**config.mk**
```make
export PLATFORM = sky130hd
export DESIGN_NAME = can_crc_arbiter
export DESIGN_NICKNAME = d
export VERILOG_FILES = /design/src/rtl/can_crc_pkg.sv /design/src/rtl/CRC15_D83.sv /design/src/rtl/can_crc_arbiter.sv
export SDC_FILE = /design/constraint.sdc
export NUM_CORES = 1
export LEC_CHECK = 0
export ABC_AREA = 1
export CAP_MARGIN = 30
export CORE_UTILIZATION = 55
export DETAILED_ROUTE_END_ITERATION = 10
export HOLD_SLACK_MARGIN = 0.15
export PLACE_DENSITY = 0.79
export SETUP_SLACK_MARGIN = 0.05
export SLEW_MARGIN = 20
export SYNTH_ARGS = -nofsm -noshare
export SYNTH_HDL_FRONTEND = slang
export SYNTH_SLANG_ARGS = --single-unit
```
**constraint.sdc**
```tcl
create_clock -name clk -period 14.2 [get_ports clk]
set_input_delay 2.84 -clock clk [delete_from_list [all_inputs] [get_ports clk]]
set_output_delay 2.84 -clock clk [all_outputs]
set_load 0.02 [all_outputs]
```
**src/rtl/can_crc_pkg.sv**
```systemverilog
// Shared constants, state/owner encodings and the CRC-15 bit step for the CAN CRC arbiter.
package can_crc_pkg;

    localparam int CRC_W      = 15;
    localparam int FRAME_W    = 83;
    localparam int HDR_W      = 19;
    localparam int MAX_DATA_W = 64;
    localparam logic [CRC_W-1:0] CRC_POLY = 15'h4599;

    typedef enum logic [1:0] {
        IDLE = 2'd0,
        LOAD = 2'd1,
        CALC = 2'd2,
        HOLD = 2'd3
    } state_e;

    localparam logic OWNER_TX = 1'b0;
    localparam logic OWNER_RX = 1'b1;

    // One MSB-first shift of the CAN CRC-15 register.
    function automatic logic [CRC_W-1:0] crc15_step(input logic [CRC_W-1:0] crc,
                                                    input logic bit_in);
        logic fb;
        fb = bit_in ^ crc[CRC_W-1];
        return fb ? ({crc[CRC_W-2:0], 1'b0} ^ CRC_POLY) : {crc[CRC_W-2:0], 1'b0};
    endfunction

endpackage

```
**src/rtl/CRC15_D83.sv**
```systemverilog
// Combinational CAN CRC-15 over an 83-bit word, MSB first, initial value zero.
module CRC15_D83
    import can_crc_pkg::*;
(
    input  logic [FRAME_W-1:0] data,
    output logic [CRC_W-1:0]   crc
);

    // Unrolled bit-serial CRC; leading zeros leave the register at zero.
    always_comb begin
        crc = 15'h0000;
        for (int i = FRAME_W - 1; i >= 0; i--) begin
            crc = crc15_step(crc, data[i]);
        end
    end

endmodule

```
**src/rtl/can_crc_arbiter.sv**
```systemverilog
// Round-robin TX/RX arbiter around a shared CAN CRC-15 engine.
// Optional received-CRC compare is enabled by defining CAN_CRC_ARBITER_CHECK_EN.
module can_crc_arbiter
    import can_crc_pkg::*;
#(
    parameter logic RR_INIT = 1'b0
) (
    input  logic                clk,
    input  logic                rst,
    input  logic                tx_req,
    input  logic                rx_req,
    input  logic [FRAME_W-1:0]  tx_frame,
    input  logic [FRAME_W-1:0]  rx_frame,
    input  logic [3:0]          tx_dlc,
    input  logic [3:0]          rx_dlc,
    input  logic                tx_rtr,
    input  logic                rx_rtr,
    input  logic                tx_ack,
    input  logic                rx_ack,
`ifdef CAN_CRC_ARBITER_CHECK_EN
    input  logic [CRC_W-1:0]    rx_crc_rcv,
    output logic                crc_match,
`endif
    output logic                tx_gnt,
    output logic                rx_gnt,
    output logic                tx_done,
    output logic                rx_done,
    output logic [CRC_W-1:0]    crc_out,
    output logic                crc_owner
);

    state_e               state;
    logic                 prio;
    logic [FRAME_W-1:0]   frame_r;
    logic [3:0]           dlc_r;
    logic                 rtr_r;
    logic [FRAME_W-1:0]   engine_in;
    logic [CRC_W-1:0]     engine_out;
    logic [6:0]           data_bits;
    logic                 winner;
    logic                 owner_ack;
`ifdef CAN_CRC_ARBITER_CHECK_EN
    logic [CRC_W-1:0]     rcv_r;
`endif

    // Number of data bits that follow the header; dlc above 8 counts as 8.
    always_comb begin
        if (rtr_r) begin
            data_bits = 7'd0;
        end else if (dlc_r >= 4'd8) begin
            data_bits = 7'd64;
        end else begin
            data_bits = {1'b0, dlc_r[2:0], 3'b000};
        end
    end

    // Arbitration winner: the priority holder on a tie, otherwise whoever asks.
    always_comb begin
        if (tx_req && rx_req) begin
            winner = prio;
        end else if (rx_req) begin
            winner = OWNER_RX;
        end else begin
            winner = OWNER_TX;
        end
    end

    // Only the current owner may release the result.
    always_comb begin
        if (crc_owner == OWNER_RX) begin
            owner_ack = rx_ack;
        end else begin
            owner_ack = tx_ack;
        end
    end

    CRC15_D83 u_engine (
        .data (engine_in),
        .crc  (engine_out)
    );

    // Transaction FSM with all outputs registered.
    always_ff @(posedge clk or posedge rst) begin
        if (rst) begin
            state     <= IDLE;
            prio      <= RR_INIT;
            tx_gnt    <= 1'b0;
            rx_gnt    <= 1'b0;
            tx_done   <= 1'b0;
            rx_done   <= 1'b0;
            crc_out   <= 15'h0000;
            crc_owner <= OWNER_TX;
            frame_r   <= {FRAME_W{1'b0}};
            dlc_r     <= 4'd0;
            rtr_r     <= 1'b0;
            engine_in <= {FRAME_W{1'b0}};
`ifdef CAN_CRC_ARBITER_CHECK_EN
            rcv_r     <= 15'h0000;
            crc_match <= 1'b0;
`endif
        end else begin
            tx_gnt <= 1'b0;
            rx_gnt <= 1'b0;
            case (state)
                IDLE: begin
                    if (tx_req || rx_req) begin
                        state     <= LOAD;
                        crc_owner <= winner;
                        prio      <= ~winner;
                        tx_gnt    <= ~winner;
                        rx_gnt    <= winner;
                        frame_r   <= winner ? rx_frame : tx_frame;
                        dlc_r     <= winner ? rx_dlc : tx_dlc;
                        rtr_r     <= winner ? rx_rtr : tx_rtr;
`ifdef CAN_CRC_ARBITER_CHECK_EN
                        rcv_r     <= rx_crc_rcv;
`endif
                    end
                end
                LOAD: begin
                    // Right-align the used bits; zero MSBs do not disturb a zero-seeded CRC.
                    engine_in <= frame_r >> (7'd64 - data_bits);
                    state     <= CALC;
                end
                CALC: begin
                    crc_out <= engine_out;
`ifdef CAN_CRC_ARBITER_CHECK_EN
                    crc_match <= (crc_owner == OWNER_RX) && (engine_out == rcv_r);
`endif
                    state   <= HOLD;
                end
                HOLD: begin
                    if ((tx_done || rx_done) && owner_ack) begin
                        tx_done <= 1'b0;
                        rx_done <= 1'b0;
                        state   <= IDLE;
                    end else begin
                        tx_done <= (crc_owner == OWNER_TX);
                        rx_done <= (crc_owner == OWNER_RX);
                    end
                end
                default: begin
                    state <= IDLE;
                end
            endcase
        end
    end

endmodule

```
# Word-level counts from Yosys, hierarchy flattened
# Index checks and enable logic that the tools add are counted.
# word_totals
reg_bits	194
latch_bits	0
ramBits	0
mem_bits_ro	0
out_inout_bits	20
n_memories	0
# op_classes
n_addsub	1
multipliers	0
n_div	0
n_lt_le_gt_ge	1
n_eq_ne	5
shifts	1
mux	100
bitwise_logic	166
reduce_logical	7
# op_table
cell	n
$mux W15	83
$not A7 Y7	82
$mux W83	1
$shr A83 B7 Y83	1
$xor A1 B1 Y1	82
$mux W7	2
$mux W1	10
$pmux W2 S4	1
$sub A7 B7 Y7 const A	1
$eq A2 B2 Y1 const B	2
$ge A4 B4 Y1 const B	1
$mux W2	2
$mux W4	1
$ne A2 B2 Y1 const B	2
$reduce_and A2 Y1	2
$eq A2 B1 Y1 const B	1
$logic_and A1 B1 Y1	2
$logic_not A2 Y1	1
$logic_or A1 B1 Y1	2
$not A1 Y1	2

# Longest topological paths before layout
# logic_depth
word_depth	165
depth_mapped	135
mapped_depth_nobuf	135

# By module
# From an unflattened synthesis, not the netlist that was laid out.
# unflattened
hier_cells	2439
hier_area_um2	17777.0
# by_module_without_submodules
mod	instances	cells_per_inst	area_per_inst_um2	seq_area_each_um2
can_crc_arbiter	1	1382	10432.5	4854.7
CRC15_D83	1	1057	7344.5	0.0

# Worst setup path after synthesis
# OpenSTA, ideal clock, no wires.
# synth_timing
kind	reg-to-reg
startpoint	reg engine_in[82]
endpoint	reg crc_out[3]
setup_ns	0.116
arrival_time_ns	11.394
t_required_ns	14.084
slack_ns	2.689
path_stages_with_launch	116
path_cell_list	dfrtp_1 > inv_2 > nand2_1 > nand3_4 > nand2_4 > xor2_1 > bufinv_8 > nand3_1 > nand3_1 > nand3_2 > nand2_2 > nand2_1 > nand3_2 > nand2_4 > nand2_2 > nand3_2 > nand2_4 > nand2_2 > [... 80 more ...] > nand2_4 > inv_4 > nand2_4 > nand3_2 > nand2_8 > nand2_4 > nand2_4 > nand2_2 > nand2_1 > inv_2 > xor2_2 > nand3_1 > nand2_1 > nand2_2 > nand2_4 > nand2_2 > nand2_1 > nand2_1
# synth_via
elab_chain_len	165
elab_cells_between_ends	247
classes_between	mux: 83; bitwise: 164
# synth_lines
item	line_no	source
from (decl)	can_crc_arbiter.sv:37	logic [FRAME_W-1:0] engine_in;
from (signal assigned)	can_crc_arbiter.sv:96	engine_in <= {FRAME_W{1'b0}};
from (signal assigned)	can_crc_arbiter.sv:122	engine_in <= frame_r >> (7'd64 - data_bits);
$mux W15 *	can_crc_pkg.sv:25	return fb ? ({crc[CRC_W-2:0], 1'b0} ^ CRC_POLY) : {crc[CRC_W-2:0], 1'b0};
$xor A1 B1 Y1	can_crc_pkg.sv:24	fb = bit_in ^ crc[CRC_W-1];
$mux W15 *	can_crc_pkg.sv:25	
$xor A1 B1 Y1	can_crc_pkg.sv:24	
$mux W15 *	can_crc_pkg.sv:25	
$xor A1 B1 Y1	can_crc_pkg.sv:24	
$mux W15 *	can_crc_pkg.sv:25	
$xor A1 B1 Y1	can_crc_pkg.sv:24	
[... 149 more ...]	--	
$xor A1 B1 Y1	can_crc_pkg.sv:24	
$mux W15 *	can_crc_pkg.sv:25	
$xor A1 B1 Y1	can_crc_pkg.sv:24	
$mux W15 *	can_crc_pkg.sv:25	
$xor A1 B1 Y1	can_crc_pkg.sv:24	
$mux W15 *	can_crc_pkg.sv:25	
$xor A1 B1 Y1	can_crc_pkg.sv:24	
$mux W15 *	can_crc_pkg.sv:25	
to (signal assigned)	can_crc_arbiter.sv:126	crc_out <= engine_out;
to (decl)	can_crc_arbiter.sv:28	output logic [CRC_W-1:0] crc_out,
# Every way passes the cells marked *; elsewhere a longest branch is shown, timed or not.
# A chain may end at the register's enable or synchronous reset.

# Final worst setup path
# Same ends and word-level chain as after synthesis.

==> out/qor.yml <==
status: "finished, final reports clean"
synth_edf_count: 0
seq_area_frac_synth: 0.284
ys_warn_count: 0
cpMostUsedCell: "nand2_4"
fp.dieArea_sq_um: 31800
grt_use_met3: 0.0396
initial_core_util: 0.558
overflow: 0
drt_wl_total_mm: 51.1
worst_pin_slew_ns: 0.903
grt_pass1_wl_mm: 79.2
antenna_found_initial: 0
drt_pass1_iterations: 6
hp-class: "flop to flop"
nNetsFinal: 2634
regToRegSetupSlack_ns: 1.14
endpoint_kind: "flop"
area_growth_pct: 18.6
slew_headroom: 0.392
fin_crit_ns: 13.06
clk_pin_slew_worst_paths_ns: 0.08
synthCells: 2300
maxCapViolCount: 0
grt_util_met1: 0.438
whs_endpoint: "crc_out[6]"
critPathSlowestCell: "dfrtp_2"
clock.fmax_ghz: 0.0766
r2r_end: "crc_out[3]"
wire_per_inst_um: 17.9
finalCritPeriodShare: 0.920
crit_required_ns: 14.54
grt_busiest_layer: "met2"
synth_area_leaders: "dfrtp_1 (28%), nand2_1 (13%), xor2_1 (10%)"
mostFrequentLayoutCell: "nand2_1"
place_area_sq_um: 19400
worstPathArrival_ns: 13.40
rsz0062_at_grt: "no"
n_antenna_cell: 0
finalHoldViolations: 0
gp_congestion: 0.978
worstSkewPairLatency_ns: 0.45
drt-initial-drc-count: 1546
num_vias: 16000
synth_cell_types: 48
skew_ns: 0.0141
fin_area_sq_um: 20300
r2r-start: "engine_in[82]"
grt_use_total: 0.322
ys.flop_type: "dfrtp_1"
worst-path-max-fanout: 6
drive_gt1_frac: 0.161
synth_area_sq_um: 17100
slowest_delay_ns: 0.45
ys_ff_latch: 194
grt_pass1_vias: 15200
numCtsBuffers: 17
path_class: "flop to flop"
core_area_sq_um: 30600
cts_buffer_depth: 2
setup_viol: 0
met2_usage: 0.533
hold_depth: 2
grt_max_degree: 118
rr_worst_depth: 116
cts_sinks: 194
rows: 64
ioPinCount: 202
critPathLaunchType: "flop"
yosys.area.top_type: "dfrtp_1"
io_buffer_count: 201
setup-tns-final_ns: 0
cts_max_level: 4
cts_tree: "built"
drc: 0
place.detailed.hpwl_mm: 40.2
most-common-layout-cells: "nand2_1 (574), nand3_1 (237), inv_1 (233)"
ctsRootBufferMaster: "clkbuf_16"
synth_top_area_share: 0.284
dieWidth_um: 178
syn_avg_cell_area_sq_um: 7.43
synthArstFlopShare: 1.00
die_y_um: 178
slew_viol_final: 0
syn_nets: 2487
min_from: "crc_out[6]"
via_per_inst: 5.59
antenna_left: 0
stage by stage:
stage	cells	hold slack (ns)	setup WS, ns	util
floorplan	2300	0.465	2.69	-
global placement	2815	0.467	1.52	0.634
detailed placement	2816	0.469	0.917	0.634
CTS	2848	0.491	0.878	0.654
global route	2856	0.512	0.00792	0.662
finish	2856	0.487	1.14	0.662
sequential cells by signal (all words and copies together), names as in the netlist:
signal,cells
crc_out,15
crc_owner,1
dlc_r,4
engine_in,83
frame_r,83
prio,1
rtr_r,1
rx_done,1
rx_gnt,1
state,2
tx_done,1
tx_gnt,1
cell type report:
class,instances,area (sq um)
timing repair buffer,224,2200
tap,396,495
multi-input combinational,1745,11000
sequential,194,4860
clock inverter,15,196
clock buffer,17,425
fill,2609,10300
inverter,265,1110
cell families after synthesis:
family          Yosys count  share of synthesized area
buf+inv                 361                     0.0863
xor+xnor                270                      0.158
simple gates           1144                      0.353
flops                   194                      0.284
fa+ha+maj                 5                    0.00366
compound gates          326                      0.115
cell usage after synthesis (2+ instances only):
cell / number
a211oi_1: 3
a21oi_1: 26
a22o_1: 2
a31oi_1: 6
a32o_1: 14
a32oi_1: 8
and2_1: 2
buf_1: 8
bufinv_8: 8
clkbuf_1: 87
dfrtp_1: 194
ha_1: 5
inv_1: 234
inv_2: 22
nand2_1: 578
nand2_2: 97
nand2_4: 68
nand2_8: 5
nand3_1: 249
nand3_2: 54
nand3_4: 13
nand3b_1: 6
nor2_1: 56
o211ai_1: 47
o21ai_0: 168
o21ai_1: 5
o21bai_1: 2
o221ai_1: 8
o22ai_1: 31
o31ai_1: 3
or2_1: 7
or2_2: 2
or2_4: 4
xnor2_1: 40
xnor2_2: 3
xor2_1: 196
xor2_2: 24
xor2_4: 5
per-layer routing:
metal  vias up  wire (um)
met3        96       3340
met4         0       1310
met1      7531      22000
met2       653      24400
met5         -          0
li1       7696          -
worst max-delay path, delay by kind of cell (launching register included):
family | cells | cell delay [ns]
buffers and inverters | 5 | 0.44
AND/OR/NAND/NOR | 106 | 10.85
XOR/XNOR | 5 | 1.15
flip-flops | 1 | 0.45
worst max-delay path by stage:
stage / startpoint / to / slack (ns) / depth (start not counted)
4_1_cts: engine_in[82] / crc_out[3] / 0.88 / 112
2_1_floorplan: engine_in[82] / crc_out[3] / 2.69 / 115
6_report: engine_in[82] / crc_out[3] / 1.14 / 116
5_1_grt: engine_in[82] / crc_out[3] / 0.008 / 120
3_5_place_dp: engine_in[82] / crc_out[14] / 0.92 / 113
3_3_place_gp: engine_in[80] / crc_out[3] / 1.52 / 108
timing repair:
action	4_1_cts	5_1_grt
endpoints found under the setup margin	0	15
setup buffers	0	8
hold buffers	0	0
gates resized for setup	0	33
Power is left out: the tool's default activity adds up to more than one toggle a clock period on the data nets, which glitch-free logic cannot reach.
